==> src/rtl/alu_seq.sv <==
// Sequential ALU: single-cycle PASS/ADD/ADC/SETC/CLRC/NOP plus a multi-cycle
// shift-and-add multiply of the low halves of A and B.
module alu_seq #(
   parameter int unsigned WIDTH = 16
) (
   input  logic             clk,
   input  logic             rst_n,
   input  logic             start,
   input  logic [2:0]       op,
   input  logic [WIDTH-1:0] A,
   input  logic [WIDTH-1:0] B,
   output logic             ready,
   output logic             done,
   output logic [WIDTH-1:0] alu_out,
   output logic             carryflg,
   output logic             zeroflg
);

   localparam int unsigned H  = WIDTH / 2;
   localparam int unsigned CW = $clog2(H + 1);

   localparam logic [2:0] OpPass = 3'b000;
   localparam logic [2:0] OpAdd  = 3'b001;
   localparam logic [2:0] OpAdc  = 3'b010;
   localparam logic [2:0] OpMult = 3'b011;
   localparam logic [2:0] OpSetc = 3'b100;
   localparam logic [2:0] OpClrc = 3'b101;

   typedef enum logic [0:0] {StIdle, StMul} state_e;

   state_e           state_q, state_d;
   logic [WIDTH-1:0] mcand_q, mcand_d;
   logic [H-1:0]     mplier_q, mplier_d;
   logic [WIDTH-1:0] acc_q, acc_d;
   logic [CW-1:0]    cnt_q, cnt_d;
   logic [WIDTH-1:0] out_q, out_d;
   logic             carry_q, carry_d;
   logic             zero_q, zero_d;
   logic             done_q, done_d;
   logic [WIDTH:0]   sum;
   logic [WIDTH-1:0] mul_acc;

   always_comb begin
      state_d  = state_q;
      mcand_d  = mcand_q;
      mplier_d = mplier_q;
      acc_d    = acc_q;
      cnt_d    = cnt_q;
      out_d    = out_q;
      carry_d  = carry_q;
      zero_d   = zero_q;
      done_d   = 1'b0;
      sum      = '0;
      mul_acc  = acc_q + (mplier_q[0] ? mcand_q : '0);

      unique case (state_q)
         StIdle: begin
            if (start) begin
               done_d = 1'b1;
               case (op)
                  OpPass: begin
                     out_d  = A;
                     zero_d = (A == '0);
                  end
                  OpAdd, OpAdc: begin
                     sum = {1'b0, A} + {1'b0, B}
                           + {{WIDTH{1'b0}}, (op == OpAdc) & carry_q};
                     {carry_d, out_d} = sum;
                     zero_d = (sum[WIDTH-1:0] == '0);
                  end
                  OpMult: begin
                     done_d   = 1'b0;
                     mcand_d  = {{(WIDTH-H){1'b0}}, A[H-1:0]};
                     mplier_d = B[H-1:0];
                     acc_d    = '0;
                     cnt_d    = CW'(H);
                     state_d  = StMul;
                  end
                  OpSetc:  carry_d = 1'b1;
                  OpClrc:  carry_d = 1'b0;
                  default: ;
               endcase
            end
         end
         StMul: begin
            acc_d    = mul_acc;
            mcand_d  = mcand_q << 1;
            mplier_d = mplier_q >> 1;
            cnt_d    = cnt_q - CW'(1);
            // Last iteration: the accumulated sum is the full 2H-bit product
            if (cnt_q == CW'(1)) begin
               out_d   = mul_acc;
               zero_d  = (mul_acc == '0);
               done_d  = 1'b1;
               state_d = StIdle;
            end
         end
         default: state_d = StIdle;
      endcase
   end

   always_ff @(posedge clk or negedge rst_n) begin
      if (!rst_n) begin
         state_q  <= StIdle;
         mcand_q  <= '0;
         mplier_q <= '0;
         acc_q    <= '0;
         cnt_q    <= '0;
         out_q    <= '0;
         carry_q  <= 1'b0;
         zero_q   <= 1'b0;
         done_q   <= 1'b0;
      end else begin
         state_q  <= state_d;
         mcand_q  <= mcand_d;
         mplier_q <= mplier_d;
         acc_q    <= acc_d;
         cnt_q    <= cnt_d;
         out_q    <= out_d;
         carry_q  <= carry_d;
         zero_q   <= zero_d;
         done_q   <= done_d;
      end
   end

   assign ready    = (state_q == StIdle);
   assign done     = done_q;
   assign alu_out  = out_q;
   assign carryflg = carry_q;
   assign zeroflg  = zero_q;

endmodule

==> config.mk <==
export PLATFORM = sky130hd
export DESIGN_NAME = alu_seq
export DESIGN_NICKNAME = d
export VERILOG_FILES = /design/src/rtl/alu_seq.sv
export SDC_FILE = /design/constraint.sdc
export NUM_CORES = 1
export LEC_CHECK = 0
export BUFFER_PORTS_ARGS = -buffer_cell sky130_fd_sc_hd__buf_2
export CORE_MARGIN = 8
export CORE_UTILIZATION = 30
export DETAILED_ROUTE_END_ITERATION = 7
export SYNTH_ARGS = -nofsm -noshare
export SYNTH_HDL_FRONTEND = slang
export SYNTH_SLANG_ARGS = --single-unit
==> constraint.sdc <==
create_clock -name clk -period 9.56 [get_ports clk]
set_clock_uncertainty 0.2 [all_clocks]
set_input_delay 1.912 -clock clk [delete_from_list [all_inputs] [get_ports clk]]
set_output_delay 1.912 -clock clk [all_outputs]
set_load 0.02 [all_outputs]
# == Word-level counts from Yosys, hierarchy flattened ==
# Index checks and enable logic that the tools add are counted.
# classes
n_addsub,4
n_eq_ne,10
muxes,30
bitwise_logic,2
n_reduce_logical,9
# op_table
cell,n
$pmux W16 S2,4
$mux W16,7
$logic_not A16 Y1,3
$add A16 B16 Y17,1
$add A17 B1 Y17,1
$add A16 B16 Y16,1
$mux W8,2
$pmux W8 S2,1
$mux W1,8
$mux W4,2
$pmux W1 S2,4
$pmux W4 S2,1
$eq A3 B2 Y1 const B,2
$eq A3 B3 Y1 const B,2
$reduce_and A3 Y1,2
$eq A4 B1 Y1 const B,1
$ne A2 B1 Y1 const B,2
$sub A4 B1 Y4 const B,1
$eq A3 B1 Y1 const B,1
$logic_not A3 Y1,1
$ne A3 B1 Y1 const B,1
$pmux W1 S3,1
$reduce_bool A3 Y1,1
$ne A2 B2 Y1 const B,1
other kinds (4),4
# totals
regBits,64
in_bits,38
output_inout_bits,20
word_cells,64

# == Logic depth before layout (Yosys ltp) ==
# Gate-level depths: netlist (run 1).
# depth
depth_word,7
depth_mapped,12
mapped_depth_nobuf,12

# == Least setup slack after synthesis (run 1) ==
# No wires, ideal clock.
# synth_path
path_type,input port to flip-flop
start,input port op[2]
end,register carry_q (netlist: carryflg)
setup_ps,126
arrival_time_ps,4719
required_time_ps,9234
setup_slack_ps,4515
path_stages,12
path_cell_list,clkbuf_1 -> nor3b_1 -> fa_1 -> fa_1 -> a211oi_1 -> nor4b_1 -> nor4_1 -> nor2_1 -> a211o_1 -> a21oi_1 -> a31oi_1 -> o311a_1
# synth_between
elab_chain_len,4
# synth_lines
element,line_no,rtl
start: declaration,9,"input logic [2:0] op,"
$eq A3 B2 Y1 / $eq A3 B1 Y1 (equally long branches),"60, 67",
$and A1 B1 Y1 / $reduce_or A2 Y1 (equally long branches),"67, 60",
$add A17 B1 Y17 / $reduce_bool A3 Y1 (equally long branches),n/a,
$pmux W1 S3 / $reduce_and A3 Y1 (equally long branches),n/a,
end signal: assignment,120,carry_q <= carry_d;
end: declaration,37,"logic carry_q, carry_d;"
# Several ways; a longest one is shown, not always the timed one.
# A chain may end at the register's enable or synchronous reset.

# == Worst setup path after layout (run 1) ==
# layout_path
start,input port op[0]
end,register carry_q (netlist: carryflg)
# The elaborated chain is that of the path after synthesis.

==> results of run 1 <==
metrics by stage:
step / hold WS (ps) / cell area, sq um
finish: 264.8 / 5439
global route: 300.2 / 5439
CTS: 271.0 / 5439
detailed placement: 258.4 / 5124
global placement: 254.7 / 5124
floorplan: 245.6 / 4656
flip-flops by register name, indices dropped and copies added (netlist names):
signal    count
alu_out      16
mcand_q      16
done          1
acc_q        16
carryflg      1
state_q       1
cnt_q         4
zeroflg       1
mplier_q      8
worst min-delay path by stage:
| stage | startpoint | end | depth (start not counted) |
|---|---|---|---|
| floorplan | cnt_q[3] | cnt_q[3] | 1 |
| global placement | alu_out[4] | alu_out[4] | 2 |
| detailed placement | alu_out[4] | alu_out[4] | 2 |
| CTS | alu_out[4] | alu_out[4] | 2 |
| global route | acc_q[3] | acc_q[3] | 2 |
| finish | alu_out[4] | alu_out[4] | 2 |
layout make-up:
class | count | area [sq um]
multi-input cells | 452 | 2927
repair buffers | 62 | 322.8
well taps | 188 | 235.2
flip-flops and latches | 64 | 1602
fillers | 1595 | 9763
clock buffers | 13 | 250.2
clock inverters | 3 | 65.06
inverters | 10 | 37.54
layout by cell type, fill, tap and decap left out, types with 3 or more instances in the layout:
cell | synthesis | routed
a31oi_1 | 3 | 3
inv_1 | 9 | 9
a221o_1 | 3 | 3
and2_1 | 17 | 17
or3_1 | 6 | 6
nand3_1 | 13 | 13
buf_2 | 3 | 57
mux2i_1 | 11 | 11
nor2b_1 | 5 | 5
dfrtp_1 | 64 | 64
o211ai_1 | 4 | 4
xor2_1 | 12 | 12
xnor2_1 | 10 | 10
nor2_1 | 44 | 44
a21oi_2 | 2 | 3
mux2_2 | 6 | 6
nor3_1 | 19 | 19
and3_1 | 5 | 5
o21ai_0 | 42 | 42
clkbuf_1 | 19 | 3
nand2_1 | 78 | 78
or4_1 | 3 | 3
a22o_1 | 16 | 16
nand2b_1 | 5 | 5
a211oi_1 | 5 | 5
clkbuf_16 | 0 | 9
a21o_1 | 13 | 13
nand4_1 | 7 | 7
o22ai_1 | 13 | 13
nor4_1 | 11 | 11
o21bai_1 | 4 | 4
fa_1 | 3 | 3
buf_4 | 0 | 5
a21oi_1 | 31 | 30
ha_1 | 32 | 32
layer usage:
layer	GRT usage	wire (um)
met1	0.1887	6478
met2	0.2232	6359
met3	0.03140	717
met4	0.04525	187
met5	0	0
cells in the mapped netlist, types with 2 or more instances:
library cell / n
o211ai_1: 4
a21oi_2: 2
a31oi_1: 3
nand2b_1: 5
mux2_2: 6
o22ai_1: 13
fa_1: 3
a211oi_1: 5
ha_1: 32
a21oi_1: 31
a21o_1: 13
xnor2_1: 10
a211o_1: 2
a221o_1: 3
nand2_1: 78
and3_1: 5
nor4b_1: 2
dfrtp_1: 64
buf_2: 3
or3_1: 6
nor2_1: 44
xor2_1: 12
nand4_1: 7
o311a_1: 2
a311oi_1: 2
nor3_1: 19
nand3_1: 13
o2111ai_1: 2
nor4_1: 11
and2_1: 17
mux2i_1: 11
o21ai_0: 42
clkbuf_1: 19
nor2b_1: 5
nand3b_1: 2
o21bai_1: 4
o21a_1: 2
buf_1: 2
a22o_1: 16
inv_1: 9
or4_1: 3
where the power goes:
group / internal (mW) / switching (mW) / leakage [nW]
clock network: 0.235 / 0.120 / 0.154
registers: 0.399 / 0.0963 / 0.787
logic: 0.384 / 0.604 / 1.59
critical path: cells and delay by family:
kind / cells / cell delay [ps]
compound gates: 5 / 1250
simple gates: 5 / 1090
fa+ha+maj: 2 / 860
buf+inv: 1 / 140
kinds of logic (layout without fill, tap and decap cells):
group,after synthesis,after routing
and+or+nand+nor,222,222
AOI/OAI and AO/OA,156,156
DFF,64,64
adders and majority gates,35,35
buffers and inverters,34,88
xor gates and xnor gates,22,22
muxes,17,17
==> run_results.csv, run 1 <==
group,metric,value,unit
die,die_area,19760,sq um
worst_setup_path,worstSetupStartpoint,"op[0]",
synth,syn_area,4656,sq um
sta,fin_crit,5238,ps
cts,cts_tree,"built",
worst_setup_path,cp_max_fo,7,
cts,post_cts_buffers,0,
detailed_routing,vias,4394,
detailed_routing,dr.pass1.iters,5,
grt,grt_pass1_vias,4423,
cts,cts_buffers,9,
die,ios,58,
placement,dp_cells,776,
worst_setup_path,end_kind,"flip-flop",
sta,fin_crit_sh,0.5479,
sta,rsz0062_at_grt,"no",
synth,ys_seq_area_frac,0.3440,
sta,finalSetupViolCount,0,
die,start_util,0.3063,
sta,max_freq,190.9,MHz
placement,dp_hpwl,10360,um
worst_setup_path,cp.required,9580,ps
layout,stdcell_count,792,
detailed_routing,drc_errors,0,
worst_setup_path,r2r_setup_slack,5700,ps
worst_setup_path,path_class,"in -> reg",
worst_setup_path,cp-start-kind,"input pin",
worst_setup_path,slowest_stage,"nor4_1",
synth,synthArstFlopShare,1.000,
worst_setup_path,cpPeakStageDelay,530,ps
sta,fin_ws,4322,ps
detailed_routing,ant_nets,0,
synth,synth.avg_cell_area,8.465,sq um
placement,portBuffers,57,
synth,ys_warn_count,0,
placement,gp_congestion,0.8931,
layout,area_growth_syn_to_layout,16.82,%
cts,htree_levels,3,
run,drv_cap,0,
synth,synth_xor_area_frac,0.04139,
layout,drive_above_1_share,0.1440,
layout,utilization,0.3578,
synth,synth_top_area_cell,"dfrtp_1",
sta,maxSlewViolCount,0,
placement,pre_cts_slack,4028,ps
die,std_cell_rows,45,
detailed_routing,wl_per_cell,17.35,um
grt,grt_pass1_wl,22740,um
cts,clock-sinks,64,
hold_path,min_path_type,"reg -> reg",
worst_setup_path,crit_arrival,5260,ps
worst_setup_path,r2r.worst_path.cells,10,
sta,maxSlewHeadroom,0.2605,
grt,grt_max_degree,65,
synth,muxShareOfSynthArea,0.03816,
worst_setup_path,crit_chain,"buf_2, nand2b_1, nor3b_1, fa_1, fa_1, a211oi_1, nor4b_1, nor4_1, nor2_1, a211o_1, a21oi_1, a31oi_1, o311a_1",
pwr,p_total,1.838,mW
pwr,peakVddDrop,0.0001534,V
sta,worst_pin_slew,1109,ps
synth,synth_top_family_by_area,"simple AND/OR/NAND/NOR gates",
cts,clk_pin_slew,60,ps
detailed_routing,drt-total-wl,13740,um
synth,synth.distinct_cells,57,
worst_setup_path,critPathCapture,"carryflg",
worst_setup_path,rr_startpoint,"mplier_q[0]",
cts,ctsRootBufferMaster,"clkbuf_16",
synth,synth.top_cell.area_share,0.3440,
synth,syn_nets,623,
grt,grt_overflow,0,
sta,finalHoldViolations,0,
grt,grt_use_total,0.1415,
pwr,power.density,338.0,nW/um^2
synth,yosys.area_share.simple,0.2287,
synth,ys_top_cells_by_area,"dfrtp_1 (34%), ha_1 (8.6%), nand2_1 (6.3%), o21ai_0 (4.5%), nor2_1 (3.5%)",
pwr,power.leakage,2.534,nW
die,die_h,140.6,um
synth,synth_compound_area_frac,0.2206,
cts,hold_buffers,0,
cts,clk_path_buf_depth,2,
worst_setup_path,reg2reg_to,"zeroflg",
worst_setup_path,cpMostUsedCell,"fa_1",
cts,cts_resized,0,
synth,ys_ff_latch,64,
synth,syn_inst,550,
grt,antenna_found_initial,0,
detailed_routing,drtIter0Drc,283,
synth,synth_flop_cell,"dfrtp_1",
die,die_w,140.6,um
layout,nNetsFinal,672,
status,outcome,"finished clean",
synth,synth_edf_count,0,
layout,antenna_cells,0,
synth,synth-adder-area-share,0.09890,
detailed_routing,via_per_inst,5.548,
sta,tns,0,ps
cts,clock_latency,340,ps
die,core_area,15200,sq um
No activity file was read; power rests on OpenSTA's default activity.
==> run 2: changes to the inputs <==
--- a/config.mk
+++ b/config.mk
@@ -5,6 +5,7 @@
 export SDC_FILE = /design/constraint.sdc
 export NUM_CORES = 1
 export LEC_CHECK = 0
+export ABC_AREA = 1
 export BUFFER_PORTS_ARGS = -buffer_cell sky130_fd_sc_hd__buf_2
 export CORE_MARGIN = 8
 export CORE_UTILIZATION = 30
==> constraint.sdc (replaced) <==
create_clock -name clk -period 5.15 [get_ports clk]
set_clock_uncertainty 0.2 [all_clocks]
set_input_delay 1.03 -clock clk [delete_from_list [all_inputs] [get_ports clk]]
set_output_delay 1.03 -clock clk [all_outputs]
set_load 0.02 [all_outputs]
==> run 2 against run 1 <==
Compared with the run above:
- first-iteration DRC count is 7.8% higher
- critical path depth is 2 higher
- total power grew 83%
- core utilization shrank 0.37 points
- critical path type unchanged
==> run_results.csv, run 2 <==
group,metric,value,unit
cts,clock_latency,340,ps
sta,rsz0062_at_grt,"no",
sta,max_freq,309.7,MHz
placement,gp_congestion,0.9102,
sta,worst_pin_slew,972.0,ps
cts,htree_levels,3,
die,start_util,0.3046,
sta,maxSlewViolCount,0,
synth,ys_warn_count,0,
synth,synth_top_area_cell,"dfrtp_1",
pwr,power.density,602.5,nW/um^2
detailed_routing,via_per_inst,4.697,
layout,final_common_cell,"nand2_1",
detailed_routing,drtIter0Drc,305,
synth,ys_ff_latch,64,
die,die_h,142.5,um
synth,ys_top_cells_by_area,"dfrtp_1 (33%), nand2_1 (16%), ha_1 (8.3%), inv_1 (7.1%), nor2_1 (6.8%)",
detailed_routing,vias,4584,
detailed_routing,drt-met1-wl,6784,um
die,std_cell_rows,46,
synth,synth.distinct_cells,35,
worst_setup_path,cp.required,5220,ps
pwr,power.leakage,3.022,nW
detailed_routing,highest_layer,"met4",
detailed_routing,met3_wirelength,443,um
sta,fin_crit_sh,0.6270,
synth,synth_most_common_cell,"nand2_1",
pwr,peakVddDrop,0.0001839,V
cts,hold_buffers,0,
sta,finalSetupViolCount,0,
cts,cts_resized,0,
cts,cts_tree,"built",
worst_setup_path,r2r_setup_slack,2230,ps
grt,grt_max_degree,55,
sta,maxSlewHeadroom,0.3511,
die,die_area,20320,sq um
placement,portBuffers,57,
layout,layout_common_cells,"nand2_1 (202), inv_1 (91), nor2_1 (87), dfrtp_1 (64), buf_2 (57)",
die,ios,58,
cts,clock-sinks,64,
cts,cts_buffers,9,
worst_setup_path,cp_max_fo,5,
worst_setup_path,end_kind,"flip-flop",
sta,finalHoldViolations,0,
cts,clk_path_buf_depth,2,
synth,synth.top_cell.area_share,0.3334,
status,outcome,"finished clean",
synth,yosys-top-cells-count,"nand2_1 (202), inv_1 (91), nor2_1 (87)",
synth,synth_edf_count,0,
run,drv_cap,0,
cts,post_cts_buffers,0,
die,die_w,142.5,um
worst_setup_path,crit_arrival,3300,ps
synth,syn_nets,778,
synth,synth_flop_cell,"dfrtp_1",
layout,area_growth_syn_to_layout,16.25,%
grt,grt_use_total,0.1412,
placement,dp_hpwl,10680,um
hold_path,min_path_type,"reg -> reg",
sta,fin_crit,3229,ps
worst_setup_path,cp-start-kind,"input pin",
placement,pre_cts_slack,1554,ps
detailed_routing,drt-total-wl,13630,um
detailed_routing,wl_met2,6174,um
detailed_routing,dr.pass1.iters,4,
grt,grt_overflow,0,
layout,drive_above_1_share,0.1263,
grt,grt_pass1_vias,4483,
sta,tns,0,ps
synth,syn_area,4803,sq um
layout,antenna_cells,0,
cts,ctsRootBufferMaster,"clkbuf_16",
synth,synth.avg_cell_area,6.813,sq um
grt,grt_pass1_wl,22580,um
grt,antenna_found_initial,0,
detailed_routing,drc_errors,0,
layout,fill_cells,1738,
layout,nNetsFinal,828,
worst_setup_path,path_class,"in -> reg",
detailed_routing,wl_per_cell,13.97,um
cts,clk_pin_slew,60,ps
synth,ys_seq_area_frac,0.3334,
synth,synthArstFlopShare,1.000,
detailed_routing,ant_nets,0,
synth,syn_inst,705,
die,core_area,15770,sq um
sta,fin_ws,1921,ps
==> run 2: final timing paths <==
path / startpoint / cells past startpoint / endpoint
setup / recovery: op[2] / 15 / zeroflg
hold / removal: cnt_q[3] / 1 / cnt_q[3]
setup reg to reg: mplier_q[0] / 19 / zeroflg
hold reg to reg: cnt_q[3] / 1 / cnt_q[3]
max in group asynchronous: rst_n / 2 / done
min in group asynchronous: rst_n / 1 / cnt_q[1]
==> run 2: logic make-up (layout without fill, tap and decap cells) <==
| kind of cell | count (synthesis) | after routing | synth area share |
|---|---|---|---|
| and+or+nand+nor | 373 | 373 | 0.3240 |
| buffers and inverters | 116 | 171 | 0.09664 |
| AOI/OAI and AO/OA | 105 | 105 | 0.1282 |
| DFF | 64 | 64 | 0.3334 |
| adders and majority gates | 35 | 35 | 0.09586 |
| xor gates and xnor gates | 12 | 12 | 0.02188 |
==> run 2: per-stage QoR <==
stage	power [mW]	instance area, sq um	util	cells	hold slack [ps]
finish	3.365	5584	0.3541	976	286.2
global route	3.701	5584	0.3541	976	314.6
CTS	3.380	5584	0.3541	976	290.7
detailed placement	2.734	5278	0.3347	960	282.5
global placement	2.727	5278	0.3347	960	279.4
floorplan	2.268	4803	-	705	252.8
==> run 2: power by group <==
part           total (mW)  switching [mW]  internal, mW
Sequential          0.906           0.159         0.747
Clock               0.637           0.248         0.390
Combinational        1.82            1.19         0.627
==> run 2: final cells by class <==
cell class	instances	area, sq um	share of cell area
multi-input cells	525	2738	0.4903
flip-flops and latches	64	1602	0.2868
inverters	94	352.8	0.06319
repair buffers	61	315.3	0.05646
well taps	216	270.3	0.04840
clock buffers	10	239.0	0.04280
clock inverters	6	67.56	0.01210
==> run 2: routing by layer <==
metal,vias to the layer above,global-route usage
li1,2390,-
met4,0,0.05034
met5,-,0
met1,2095,0.1898
met3,15,0.02214
met2,84,0.2242
==> run 2: worst max-delay path, cell delays in order <==
cell and delay (ps):
buf_2 130, nor4_1 430, fa_1 340, fa_1 430, nor2_1 140, nand3_1 120, nor2_1 120, nand3_1 100
nor2_1 90, nand3_1 70, nand2_1 60, nand2_1 50, nand2_1 90, nand2_1 40, nand2_1 60
